[src/rtl/pc_ir_fetch_unit.sv]
// pc_ir_fetch_unit: PC/IR front-end; fetches over req/ready with timeout and applies PC updates.
module pc_ir_fetch_unit #(
   parameter int                DATA_W   = 16,
   parameter logic [DATA_W-1:0] RESET_PC = '0,
   parameter int                WAIT_MAX = 8
) (
   input  logic              clk,
   input  logic              rst,
   input  logic [1:0]        pc_src,
   input  logic              pc_write,
   input  logic              pc_beq_cond,
   input  logic              pc_bnq_cond,
   input  logic              ir_write,
   input  logic              alu_zero,
   input  logic [DATA_W-1:0] alu_result,
   input  logic [DATA_W-1:0] alu_out,
   output logic              imem_req,
   output logic [DATA_W-1:0] imem_addr,
   input  logic [DATA_W-1:0] imem_rdata,
   input  logic              imem_ready,
   output logic [DATA_W-1:0] pc,
   output logic [DATA_W-1:0] ir,
   output logic [3:0]        opcode,
   output logic [3:0]        rd_field,
   output logic [3:0]        rs_field,
   output logic [3:0]        func_field,
   output logic [7:0]        imm8,
   output logic              ir_valid,
   output logic              fetch_busy,
   output logic              fetch_err
);
   typedef enum logic {F_IDLE, F_WAIT} state_t;
   localparam logic [7:0] CNT_LAST = 8'(WAIT_MAX - 1);
   state_t            state_q, state_d;
   logic [7:0]        cnt_q, cnt_d;
   logic [DATA_W-1:0] pc_q, pc_d, ir_q, ir_d, addr_q, addr_d, pc_sel;
   logic              req_q, req_d, valid_q, valid_d, err_q, err_d;
   logic              start, done, timeout, pc_en;
   always_ff @(posedge clk) begin
      if (rst) begin
         state_q <= F_IDLE;
         cnt_q   <= '0;
         pc_q    <= RESET_PC;
         ir_q    <= '0;
         addr_q  <= '0;
         req_q   <= 1'b0;
         valid_q <= 1'b0;
         err_q   <= 1'b0;
      end else begin
         state_q <= state_d;
         cnt_q   <= cnt_d;
         pc_q    <= pc_d;
         ir_q    <= ir_d;
         addr_q  <= addr_d;
         req_q   <= req_d;
         valid_q <= valid_d;
         err_q   <= err_d;
      end
   end
   always_comb begin
      start   = (state_q == F_IDLE) && ir_write;
      done    = (state_q == F_WAIT) && imem_ready;
      timeout = (state_q == F_WAIT) && !imem_ready && (cnt_q == CNT_LAST);
      state_d = start ? F_WAIT : (done || timeout) ? F_IDLE : state_q;
   end
   always_comb begin
      cnt_d   = (state_q == F_WAIT && state_d == F_WAIT) ? cnt_q + 8'd1 : '0;
      addr_d  = start ? pc_q : addr_q;
      req_d   = (state_d == F_WAIT);
      ir_d    = done ? imem_rdata : ir_q;
      valid_d = done;
      err_d   = err_q | timeout;
      // PC updates run every edge regardless of fetch state; the fetch above latched the old PC
      pc_en   = pc_write | (pc_beq_cond & alu_zero) | (pc_bnq_cond & ~alu_zero);
      pc_sel  = (pc_src == 2'b00) ? alu_result :
                (pc_src == 2'b01) ? alu_out :
                {pc_q[DATA_W-1:13], ir_q[11:0], 1'b0};
      pc_d    = (pc_en && pc_src != 2'b11) ? (pc_sel & ~DATA_W'(1)) : pc_q;
   end
   assign imem_req   = req_q;
   assign imem_addr  = addr_q;
   assign pc         = pc_q;
   assign ir         = ir_q;
   assign opcode     = ir_q[15:12];
   assign rd_field   = ir_q[11:8];
   assign rs_field   = ir_q[7:4];
   assign func_field = ir_q[3:0];
   assign imm8       = ir_q[7:0];
   assign ir_valid   = valid_q;
   assign fetch_busy = (state_q == F_WAIT);
   assign fetch_err  = err_q;
endmodule
[config.mk]
export PLATFORM = sky130hd
export DESIGN_NAME = pc_ir_fetch_unit
export DESIGN_NICKNAME = d
export VERILOG_FILES = /design/src/rtl/pc_ir_fetch_unit.sv
export SDC_FILE = /design/constraint.sdc
export NUM_CORES = 1
export LEC_CHECK = 0
export BUFFER_PORTS_ARGS = -buffer_cell sky130_fd_sc_hd__buf_2
export CORE_MARGIN = 2
export CORE_UTILIZATION = 49
export DETAILED_ROUTE_END_ITERATION = 12
export PLACE_DENSITY = 0.92
export RECOVER_POWER = 100
export SLEW_MARGIN = 10
export SYNTH_ARGS = -nofsm -noshare
export SYNTH_HDL_FRONTEND = slang
export SYNTH_SLANG_ARGS = --single-unit
[constraint.sdc]
create_clock -name clk -period 2.75 [get_ports clk]
set_input_delay 0.1375 -clock clk [delete_from_list [all_inputs] [get_ports clk]]
set_output_delay 0.1375 -clock clk [all_outputs]
set_load 0.005 [all_outputs]
Yosys cells after proc, flatten, opt, wreduce, memory -nomap -nowiden
Index checks and enable logic that the tools add are counted.
{"block": "totals", "ff_bits": 57, "latchBits": 0, "ramBits": 0, "romBits": 0, "in_bits": 58, "word_cells": 36, "n_memories": 0}
{"block": "classes", "add_sub_neg": 1, "multipliers": 0, "n_div": 0, "magnitude_cmp": 0, "n_eq_ne": 3, "n_shift": 0, "n_mux": 4, "bitwise_logic": 8, "n_reduce_logical": 12}
{"operator": "$mux W16", "n": 2}
{"operator": "$add A8 B1 Y8 const B", "n": 1}
{"operator": "$eq A8 B3 Y1 const B", "n": 1}
{"operator": "$logic_and A1 B1 Y1", "n": 6}
{"operator": "$not A1 Y1", "n": 3}
{"operator": "$or A1 B1 Y1", "n": 3}
{"operator": "$and A1 B1 Y1", "n": 2}
{"operator": "$eq A2 B1 Y1 const B", "n": 1}
{"operator": "$logic_not A2 Y1", "n": 1}
{"operator": "$mux W1", "n": 2}
{"operator": "$ne A2 B2 Y1 const B", "n": 1}
{"operator": "$reduce_and A2 Y1", "n": 1}
{"operator": "$reduce_bool A2 Y1", "n": 1}
{"operator": "$reduce_or A2 Y1", "n": 1}
{"operator": "$logic_not A1 Y1", "n": 1}
{"operator": "$logic_or A1 B1 Y1", "n": 1}

Depth between registers and ports, before layout
{"block": "logic_depth", "depth_word": 9, "ltp_mapped": 5, "ltp_nobuf": 4}

Worst setup path before layout
No wires, ideal clock.
{"block": "synth_path", "kind": "reg-to-reg", "startpoint": "register cnt_q[3]", "endpoint": "register err_q, in the netlist fetch_err", "setup_ns": 0.058, "arrival_ns": 1.263, "required_time_ns": 2.692, "slack_ns": 1.430, "stages_incl_launch_ff": 4, "n_path_buf": 0, "period_less_slack_ns": 1.320, "cell_sequence": "dfxtp_1 > or4_4 > nor4b_2 > o21a_1"}
{"block": "synth_via", "elab_chain_cells": 3}
{"element": "start, declared", "line_no": "35", "text": "logic [7:0] cnt_q, cnt_d;"}
{"element": "start signal, assigned", "line_no": "51", "text": "cnt_q <= cnt_d;"}
{"element": "$eq A8 B3 Y1", "line_no": "63", "text": "timeout = (state_q == F_WAIT) && !imem_ready && (cnt_q == CNT_LAST);"}
{"element": "$logic_and A1 B1 Y1", "line_no": "63"}
{"element": "$or A1 B1 Y1", "line_no": "72", "text": "err_d = err_q | timeout;"}
{"element": "end signal, assigned", "line_no": "57", "text": "err_q <= err_d;"}
{"element": "end, declared", "line_no": "37", "text": "logic req_q, req_d, valid_q, valid_d, err_q, err_d;"}
Every way passes these cells.
A chain may end at the register's enable or synchronous reset.

==> qor.yml <==
die:
  die_area_um2: 6010
  pin_count: 134
  die_y_um: 77.5
  rows: 26
  start_util: 0.512
  core-area_um2: 5170
  dieWidth_um: 77.5
placed_design:
  dpl.cell_count: 467
  dp_slack_ps: 1250
  gpl.final_weighted_congestion: 0.783
  hpwl_um: 4700
  io_buffers: 129
  dpl_cell_area_um2: 3100
timing:
  hold_violations: 0
  fin_skew_ps: 7.77
  fmax_mhz: 520
  setup_viol: 0
  whs_ps: 57.1
  fin_crit_sh: 0.699
  setup_ws_ps: 827
  worst_slew_pin_slew_ps: 1540
  slew_violations: 37
  tns_ps: 0
  min_period_ps: 1920
  rsz0062_at_grt: "no"
  maxSlewHeadroom: -0.0288
clock_tree:
  clock_latency_ps: 320
  clk_pin_slew_worst_paths_ps: 60
  htreeDepth: 3
  cts.repair.resized: 0
  cts_buffers: 9
  cts_buffer_depth: 2
  cts.sinks: 57
  holdBufCountCts: 0
  postCtsSetupBuffers: 0
  cts_tree: "built"
  clockRootBuffer: "clkbuf_8"
route:
  vias_per_cell: 4.92
  vias: 2376
  drt_pass1_iterations: 4
  drcViolationCount: 0
  drtIter0Drc: 78
  wl_um: 6190
  ant_nets: 0
  wl_per_cell_um: 12.8
worst_setup_path:
  cp.buffers_inverters: 2
  worstSetupEndpointType: "register"
  cpPeakStageDelay_ps: 1090
  startpoint_type: "input port"
  cp_cell_sequence: "clkbuf_1 -> inv_2 -> o211ai_1 -> mux2i_1"
  arrival_ps: 2120
  worst_path_max_delay_cell: "clkbuf_1"
  cp_data_required_time_ps: 2950
  critPathKind: "input port to register"
  path_max_fanout: 36
  crit_family: "buffers and inverters"
synthesis:
  synth_top_cell_by_area: "dfxtp_1"
  synth-warning-count: 0
  synthDominantCellAreaShare: 0.431
  yosysUniqueCellTypes: 33
  syn-cell-area_um2: 2650
  yosysSeqAreaShare: 0.431
  synth_area_leaders: "dfxtp_1, nand2_1, buf_4, mux2_2, a21oi_1"
  syn_avg_cell_area_um2: 8.54
  synth_cells: 310
  synth_seq_cells: 57
finish:
  multi_input_area_um2: 1200
  antennaDiodeCount: 0
  final_core_util: 0.632
  final_cell_area_um2: 3270
  drive_gt1_frac: 0.341
  area_growth_pct: 23.5
  finalNonFillerCells: 483
  regArea_um2: 1140
  nNetsFinal: 467
  nFillCells: 473
grt:
  grt.overflow.total: 0
  grt_use_total: 0.203
  grt_pass1_wl_um: 9670
  grt_max_degree: 37
  grt_pass1_vias: 2131
  antenna_found_initial: 0
run_status:
  violations: "capacitance limit, slew limit"
  status: "complete, but fails checks"
power:
  powerDensity_nw_per_um2: 583
  total_leakage_power_nw: 1.46
  total_power_mw: 1.91
  irDropWorstVdd_uv: 312
run:
  max-cap-violations: 1
min_path:
  min_path_type: "input port to register"
state kept, by name, summed over array words and instances, names as in the netlist:
name and flops:
cnt_q 8, fetch_err 1, imem_req 1, ir 16, ir_valid 1, imem_addr 15
pc 15
cells in the mapped netlist:
library cell / number
o211ai_1: 12
o21a_1: 1
xnor2_1: 1
a21oi_1: 34
xor2_1: 2
ha_1: 1
o21bai_4: 1
nor4b_2: 1
buf_4: 28
buf_1: 2
conb_1: 1
mux2i_1: 15
nand2_1: 84
nor2b_1: 1
nor2_1: 7
inv_2: 1
and2_1: 1
mux2_2: 16
or3b_2: 1
or4_4: 1
inv_1: 1
nand3b_1: 1
o21ai_0: 4
clkbuf_1: 6
buf_2: 7
nand4_1: 1
nand2b_1: 13
clkbuf_8: 1
o21bai_1: 1
nand3_1: 3
or3_1: 3
o21ai_1: 1
dfxtp_1: 57
final timing paths:
| kind | slack (ps) | endpoint | depth (start not counted) | startpoint |
|---|---|---|---|---|
| min reg2reg | 450 | cnt_q[0]$_SDFF_PP0_ | 1 | cnt_q[0]$_SDFF_PP0_ |
| max reg2reg | 1020 | imem_req$_SDFF_PP0_ | 3 | cnt_q[3]$_SDFF_PP0_ |
| min | 60 | ir[10]$_SDFFE_PP0P_ | 3 | imem_rdata[10] |
| max | 830 | pc[3]$_SDFFE_PP0P_ | 4 | rst |
kinds of logic (layout without fill, tap and decap cells):
kind of cell             Yosys count  after routing  share of synthesized area
AO/OA/AOI/OAI                     54             54                      0.121
XOR/XNOR                           3              3                    0.00993
adder cells (fa/ha/maj)            1              1                    0.00473
buffers and inverters             46            148                      0.112
flip-flops                        57             57                      0.431
multiplexers                      31             31                      0.125
other                              1              2                    0.00142
AND/OR/NAND/NOR                  117            117                      0.196
worst reg2reg max path: cells and delay by family (launching register included):
kind	cells	cell delay, ps
AOI/OAI and AO/OA	2	620
and+or+nand+nor	1	570
DFF	1	360
cell type report:
cell class,instances,area share
multi-input cells,208,0.368
well taps,70,0.0268
flip-flops and latches,57,0.349
clock buffers,14,0.0528
inverters,2,0.00230
clock inverters,2,0.0107
repair buffers,130,0.191
placed cells by master, fill, tap and decap left out:
| master | netlist | final |
|---|---|---|
| or3_1 | 3 | 3 |
| nand3_1 | 3 | 3 |
| nand4_1 | 1 | 1 |
| nor2_1 | 7 | 7 |
| nor2b_1 | 1 | 1 |
| inv_2 | 1 | 1 |
| mux2i_1 | 15 | 15 |
| nor4b_2 | 1 | 1 |
| clkbuf_1 | 6 | 25 |
| o21bai_1 | 1 | 2 |
| xnor2_1 | 1 | 1 |
| clkbuf_8 | 1 | 12 |
| xor2_1 | 2 | 2 |
| buf_2 | 7 | 106 |
| o21ai_0 | 4 | 4 |
| and2_0 | 0 | 1 |
| conb_1 | 1 | 2 |
| or3b_2 | 1 | 1 |
| nand3b_1 | 1 | 1 |
| nand2b_1 | 13 | 13 |
| ha_1 | 1 | 1 |
| o21ai_1 | 1 | 1 |
| a21oi_1 | 34 | 34 |
| mux2_2 | 16 | 16 |
| o21a_1 | 1 | 1 |
| nand2_1 | 84 | 84 |
| clkinv_2 | 0 | 1 |
| or4_4 | 1 | 1 |
| buf_4 | 28 | 1 |
| dfxtp_1 | 57 | 57 |
| o211ai_1 | 12 | 12 |
| inv_1 | 1 | 1 |
| bufinv_16 | 0 | 1 |
report_power, final:
group	total, mW	switching [mW]	internal [mW]	leakage (nW)
clock network	0.792	0.300	0.492	0.107
registers	0.889	0.0284	0.861	0.464
logic	0.225	0.116	0.109	0.892
routing by layer:
layer | global-route usage | part of all wire | up-vias
li1 | - | - | 1197
met1 | 0.246 | 0.45 | 1066
met2 | 0.334 | 0.47 | 104
met3 | 0.0512 | 0.066 | 9
met4 | 0.102 | 0.016 | 0
met5 | 0 | 0 | -
Note: power is estimated with default switching activity, not from simulation.
